[config.mk]
export PLATFORM = sky130hd
export DESIGN_NAME = m4_coef_ctrl
export DESIGN_NICKNAME = d
export VERILOG_FILES = /design/src/rtl/m4_coef_ctrl.sv
export SDC_FILE = /design/constraint.sdc
export NUM_CORES = 1
export LEC_CHECK = 0
export CORE_MARGIN = 10
export CORE_UTILIZATION = 25
export CTS_BUF_LIST = sky130_fd_sc_hd__clkbuf_16
export DETAILED_ROUTE_END_ITERATION = 8
export PLACE_DENSITY = 0.51
export SYNTH_ARGS = -nofsm -noshare
export SYNTH_HDL_FRONTEND = slang
export SYNTH_SLANG_ARGS = --single-unit
[constraint.sdc]
create_clock -name clk -period 2.2 [get_ports clk]
set_input_delay 0.66 -clock clk [delete_from_list [all_inputs] [get_ports clk]]
set_output_delay 0.66 -clock clk [all_outputs]
set_load 0.005 [all_outputs]
[src/rtl/m4_coef_ctrl.sv]
// Coefficient/enable controller for the M4 colour-matrix multiplier: host writes land in a
// shadow bank, which is committed atomically to the active outputs on a frame-boundary pulse.
module m4_coef_ctrl (
    input  logic        clk,
    input  logic        rst_n,
    input  logic        wr_en,
    input  logic [3:0]  wr_addr,
    input  logic [12:0] wr_data,
    output logic        wr_rdy,
    input  logic        ovp,
    input  logic        cancel,
    output logic [12:0] cf0d,
    output logic [12:0] cf1d,
    output logic [12:0] cf2d,
    output logic [12:0] cf3d,
    output logic [12:0] cf4d,
    output logic [12:0] cf5d,
    output logic [12:0] cf6d,
    output logic [12:0] cf7d,
    output logic [12:0] cf8d,
    output logic        m4_on,
    output logic        pending,
    output logic        upd_done,
    output logic        wr_err
);

    typedef enum logic [1:0] {IDLE, ARMED, APPLY} state_t;

    state_t      state, state_nxt;
    logic [12:0] sh  [9];
    logic [12:0] act [9];
    logic        sh_on;
    logic        wr_acc;

    // Identity matrix: 1.0 on the diagonal (indices 0, 4, 8), zero elsewhere.
    function automatic logic [12:0] reset_coef(input int idx);
        return (idx % 4 == 0) ? 13'h1000 : 13'h0000;
    endfunction

    assign wr_acc  = wr_en && (state == IDLE);
    assign wr_rdy  = (state == IDLE);
    assign pending = (state == ARMED);

    always_ff @(posedge clk or negedge rst_n) begin
        if (!rst_n) state <= IDLE;
        else        state <= state_nxt;
    end

    always_comb begin
        // NOTE: default assigned first so every path drives state_nxt and no latch is inferred.
        state_nxt = state;
        case (state)
            IDLE:    if (wr_acc && wr_addr == 4'd9 && wr_data[1]) state_nxt = ARMED;
            ARMED:   if (ovp)         state_nxt = APPLY;
                     else if (cancel) state_nxt = IDLE;
            APPLY:   state_nxt = IDLE;
            default: state_nxt = IDLE;
        endcase
    end

    // NOTE: both banks are small register files with architectural reset values, so they are
    // reset explicitly in the flop loop rather than left to power-up contents.
    always_ff @(posedge clk or negedge rst_n) begin
        if (!rst_n) begin
            for (int i = 0; i < 9; i++) sh[i] <= reset_coef(i);
            sh_on <= 1'b0;
        end else if (wr_acc) begin
            for (int i = 0; i < 9; i++)
                if (wr_addr == 4'(i)) sh[i] <= wr_data;
            if (wr_addr == 4'd9) sh_on <= wr_data[0];
        end
    end

    // Active bank only moves on the edge that leaves APPLY, keeping a frame's set intact.
    always_ff @(posedge clk or negedge rst_n) begin
        if (!rst_n) begin
            for (int i = 0; i < 9; i++) act[i] <= reset_coef(i);
            m4_on <= 1'b0;
        end else if (state == APPLY) begin
            for (int i = 0; i < 9; i++) act[i] <= sh[i];
            m4_on <= sh_on;
        end
    end

    always_ff @(posedge clk or negedge rst_n) begin
        if (!rst_n) begin
            upd_done <= 1'b0;
            wr_err   <= 1'b0;
        end else begin
            upd_done <= (state == APPLY);
            wr_err   <= wr_acc && (wr_addr >= 4'd10);
        end
    end

    assign cf0d = act[0];
    assign cf1d = act[1];
    assign cf2d = act[2];
    assign cf3d = act[3];
    assign cf4d = act[4];
    assign cf5d = act[5];
    assign cf6d = act[6];
    assign cf7d = act[7];
    assign cf8d = act[8];

endmodule

======== Yosys cells after proc, flatten, opt, wreduce, memory -nomap -nowiden ========
Cells that the tools add are included.
cells by class
  $lt $le $gt $ge ......................... 1
  reductions and logical operators ........ 17
  equal/unequal tests ..................... 13
  multiplexer cells ....................... 4
operators with widths
  cell                count
  $reduce_and 2->1    11
  $eq 4x3->1 const B  4
  $eq 4x2->1 const B  2
  $eq 4x4->1 const B  2
  $mux 2              3
  $eq 4x1->1 const B  1
  $ge 4x4->1 const B  1
  $logic_and 1x1->1   4
  $logic_not 4->1     1
  $pmux 2 s2          1
  $ne 3x3->1 const B  1
  $eq 2x1->1 const B  1
  $eq 2x2->1 const B  1
  $logic_not 2->1     1
  $ne 2x1->1 const B  1
storage, ports and cells
  output and inout bits ................... 122
  input port bits ......................... 22
  register bits ........................... 240

======== Logic depth before layout (Yosys ltp) ========
  word-level depth ........................ 6
  gate-level depth with buffers ........... 6
  depth with buffers taken out ............ 4

======== Worst setup path after synthesis ========
No wires, ideal clock.
  path type ............................... input port to flip-flop
  start point ............................. input wr_addr[3]
  end point ............................... register sh[28] in the netlist's numbering
  data arrival time ....................... 1917 ps
  required time ........................... 2075 ps
  slack ................................... 159 ps
  stages .................................. 4
  cell sequence ........................... or4b_4 -> nor3_4 -> buf_6 -> mux2_2
on the way
  longest elaborated chain between the ends .. 2
ends and longest elaborated chain
  item                               line  text
  start: declaration                 7     input logic [3:0] wr_addr,
  $eq 4x3->1                         69    if (wr_addr == 4'(i)) sh[i] <= wr_data;
  $reduce_and 2->1 (no source line)  n/a
  end signal: indexed assignment     69
  end: declaration                   30    logic [12:0] sh [9];
Every way passes these cells.
A chain may end at the register's enable or synchronous reset.

======== Worst setup path in the final report ========
  start point ............................. register act (netlist bit cf5d[1])
  end point ............................... output cf5d[1]
RTL lines
  item                line  text
  start: declaration  31    logic [12:0] act [9];
  end: declaration    17    output logic [12:0] cf5d,
No word-level cell between the ends.

==> metrics.txt <==
routability cong. 0.708; top-count cell post-synth nand2_1; post-synth cell types 25; Avg Cell Area, Syn 11.7 sq um; Critical-path top delay cell clkdlybuf4s50_1; Worst Skew 0.00573 ns; R2R depth 5; Final min period between 2 and 2.5 ns; #FFs+latches synth 240; status finished clean; Max FO, Critical Path 2; synth warn 0; Reg clk slew, reported paths 0.06 ns; Worst slew margin roughly 62%; core footprint 35700 sq um; Routed Antenna Nets 0; CP required 1.54 ns; nets 970; sequential power share 48.0%; routed length per instance 17.8 microns; maxcap violations 0; fin cells 1426; Hold Vio Cnt, Final 0; fmax 0.470 GHz; worst hold path cell count 2; layout cell share with drive strength beyond 1 22.1%; largest net degree at the start of global routing ~120; worst path cell trace clkdlybuf4s50_1; Clock Path Buffers 3; worst reg2reg setup slack between 0.15 and 0.2 ns; Worst path depth 1; kind of critical path register to primary output; share of the synthesized area in the top cell type 64.6%; CTS tree yes; synth cell count leaders nand2_1, dfrtp_1, mux2_2; first-pass detailed-route iteration total 4; number of synthesized flops with an enable pin 0; # port buffers 143; depth of the CTS H-tree 1; post-route total power 11.9 mW; die width 210 microns; top cell type by total area after synthesis dfrtp_1; Fillers 3617; r2r startpoint state[1]; Primary FF master, synth dfrtp_1; Synth Net Count 797; antenna cell count 0; FF-to-FF End sh[61]; Root Driver clkbuf_16; Post-Route WL 25.4 mm; CTS Buf Count 27; CP Data Arrival Time 1.47 ns; DR vias 5971; top post-synthesis cells by area dfrtp_1, nand2_1, mux2_2, dfstp_2, clkbuf_1; unrepaired setup endpoints after global routing no; P_int 9.01 mW; synthesized area 9070 sq um; combinational share of power 14.7%; Critical path destination cf5d[1]; synthesized instance count between 700 and 800; LEAKAGE roughly 5.9 nW; power per cell area 974 nW/um^2; worst path bufs/invs 1; period utilization 96.8%; Slew @ Worst Pin around 0.57 ns; Seq/Total Area, Yosys 66.3%; initial antenna violation count 2; Slew Limit Fails 0; crit start category register; Iteration-0 DRC Markers about 220; number of global-route vias before repair 6491; row cnt 69; Area growth syn-to-layout 34.4%; Tot GR Track Use 11.4%; crit-path leading delay family buffers and inverters; maximum VDD drop between 0.5 and 0.6 mV; Crit. End Element primary output; FFs w/ async S/R, synth between 90% and 100%; Sw Pwr 2.86 mW; clock share of power 37.3%; # setup viols final 0; CTS sink cnt 240; Setup TNS Final 0 ns; crit-path max cell delay 0.61 ns; Die Y-Extent 210 microns; Die Area 44300 sq um; HP Class register to register; drc violations 0; IO Count 144; sw frac approximately 24%; first-pass GRT wire length 39.6 mm; HPWL Detailed 16.2 mm; Starting Density 25.4%; remaining global-route overflow 0; Post-Place Cells 1377; clock latency on the worst-skew pair approximately 0.53 ns; vias per inst approximately 4.2; CP startpoint cf5d[1]
==> power groups by stage <==
stage	sequential, mW	combinational [mW]	clock (mW)
detailed placement	5.78	1.80	0
finish	5.70	1.74	4.43
global route	5.82	1.95	4.76
floorplan	5.69	0.734	0
global placement	5.77	1.77	0
CTS	5.71	1.80	4.59
==> layer usage <==
metal,global-route usage (%),vias up,routed length [microns]
met1,14.0,2984,10800
met4,2.70,0,560
li1,-,2825,-
met2,19.4,126,12100
met3,3.49,36,1830
met5,0,-,0
==> layout make-up <==
cell class,count,area [sq um],share of cell area (%)
clock inverters,19,185,1.52
inverters,2,10.0,0.0821
multi-input cells,496,2870,23.6
repair buffers,181,1860,15.2
well taps,461,577,4.73
clock buffers,27,676,5.54
flip-flops and latches,240,6010,49.3
==> worst min-delay path by stage <==
stage | slack (ns) | to | from
floorplan | 0.36 | cf0d[0] | rst_n
global placement | 0.44 | cf0d[1] | sh[105]
detailed placement | 0.45 | cf0d[5] | sh[109]
CTS | 0.46 | cf8d[12] | sh[12]
global route | 0.47 | cf8d[12] | sh[12]
finish | 0.45 | cf8d[12] | sh[12]
==> logic make-up (layout without fill, tap and decap cells) <==
kind of cell / Yosys count / count (layout) / synth area share (%)
compound gates: 2 / 2 / 0.235
buf+inv: 39 / 229 / 2.14
flops: 240 / 240 / 66.3
mux: 118 / 118 / 14.7
simple gates: 376 / 376 / 16.7
==> cell usage in the layout, fill, tap and decap left out, drive strengths merged, types with 5 or more instances in the layout <==
cell type	n
buf	38
clkbuf	27
clkdlybuf4s50	137
clkinv	9
dfrtp	234
dfstp	6
dlygate4sd2	5
inv	7
mux2	118
nand2	356
nor2	6
==> metrics by stage <==
stage	setup WS [ns]	util (%)	hold slack, ns	instance area (sq um)
CTS	0.0483	34.2	0.460	12200
global route	0.00458	34.2	0.471	12200
floorplan	0.159	-	0.364	9070
global placement	-0.353	31.7	0.442	11300
finish	0.0711	34.2	0.455	12200
detailed placement	-0.367	31.7	0.448	11300
==> state kept, by name (all words and copies together) (netlist names) <==
name	count
cf7d	13
wr_err	1
state	2
sh	117
cf5d	13
upd_done	1
cf4d	13
cf6d	13
cf2d	13
m4_on	1
cf1d	13
cf3d	13
cf0d	13
cf8d	13
sh_on	1
==> worst min-delay path, delay by kind of cell (launching register included) <==
kind          cells  cell delay (ns)
flops             1             0.36
simple gates      2             0.09
==> what timing repair did <==
item                       4_1_cts  5_1_grt
setup endpoints to repair        5        0
resized for setup                7        0
hold buffers                     1        0
setup buffers                    2        0
hold endpoints to repair        10        0
Note: power is estimated with default switching activity, not from simulation.
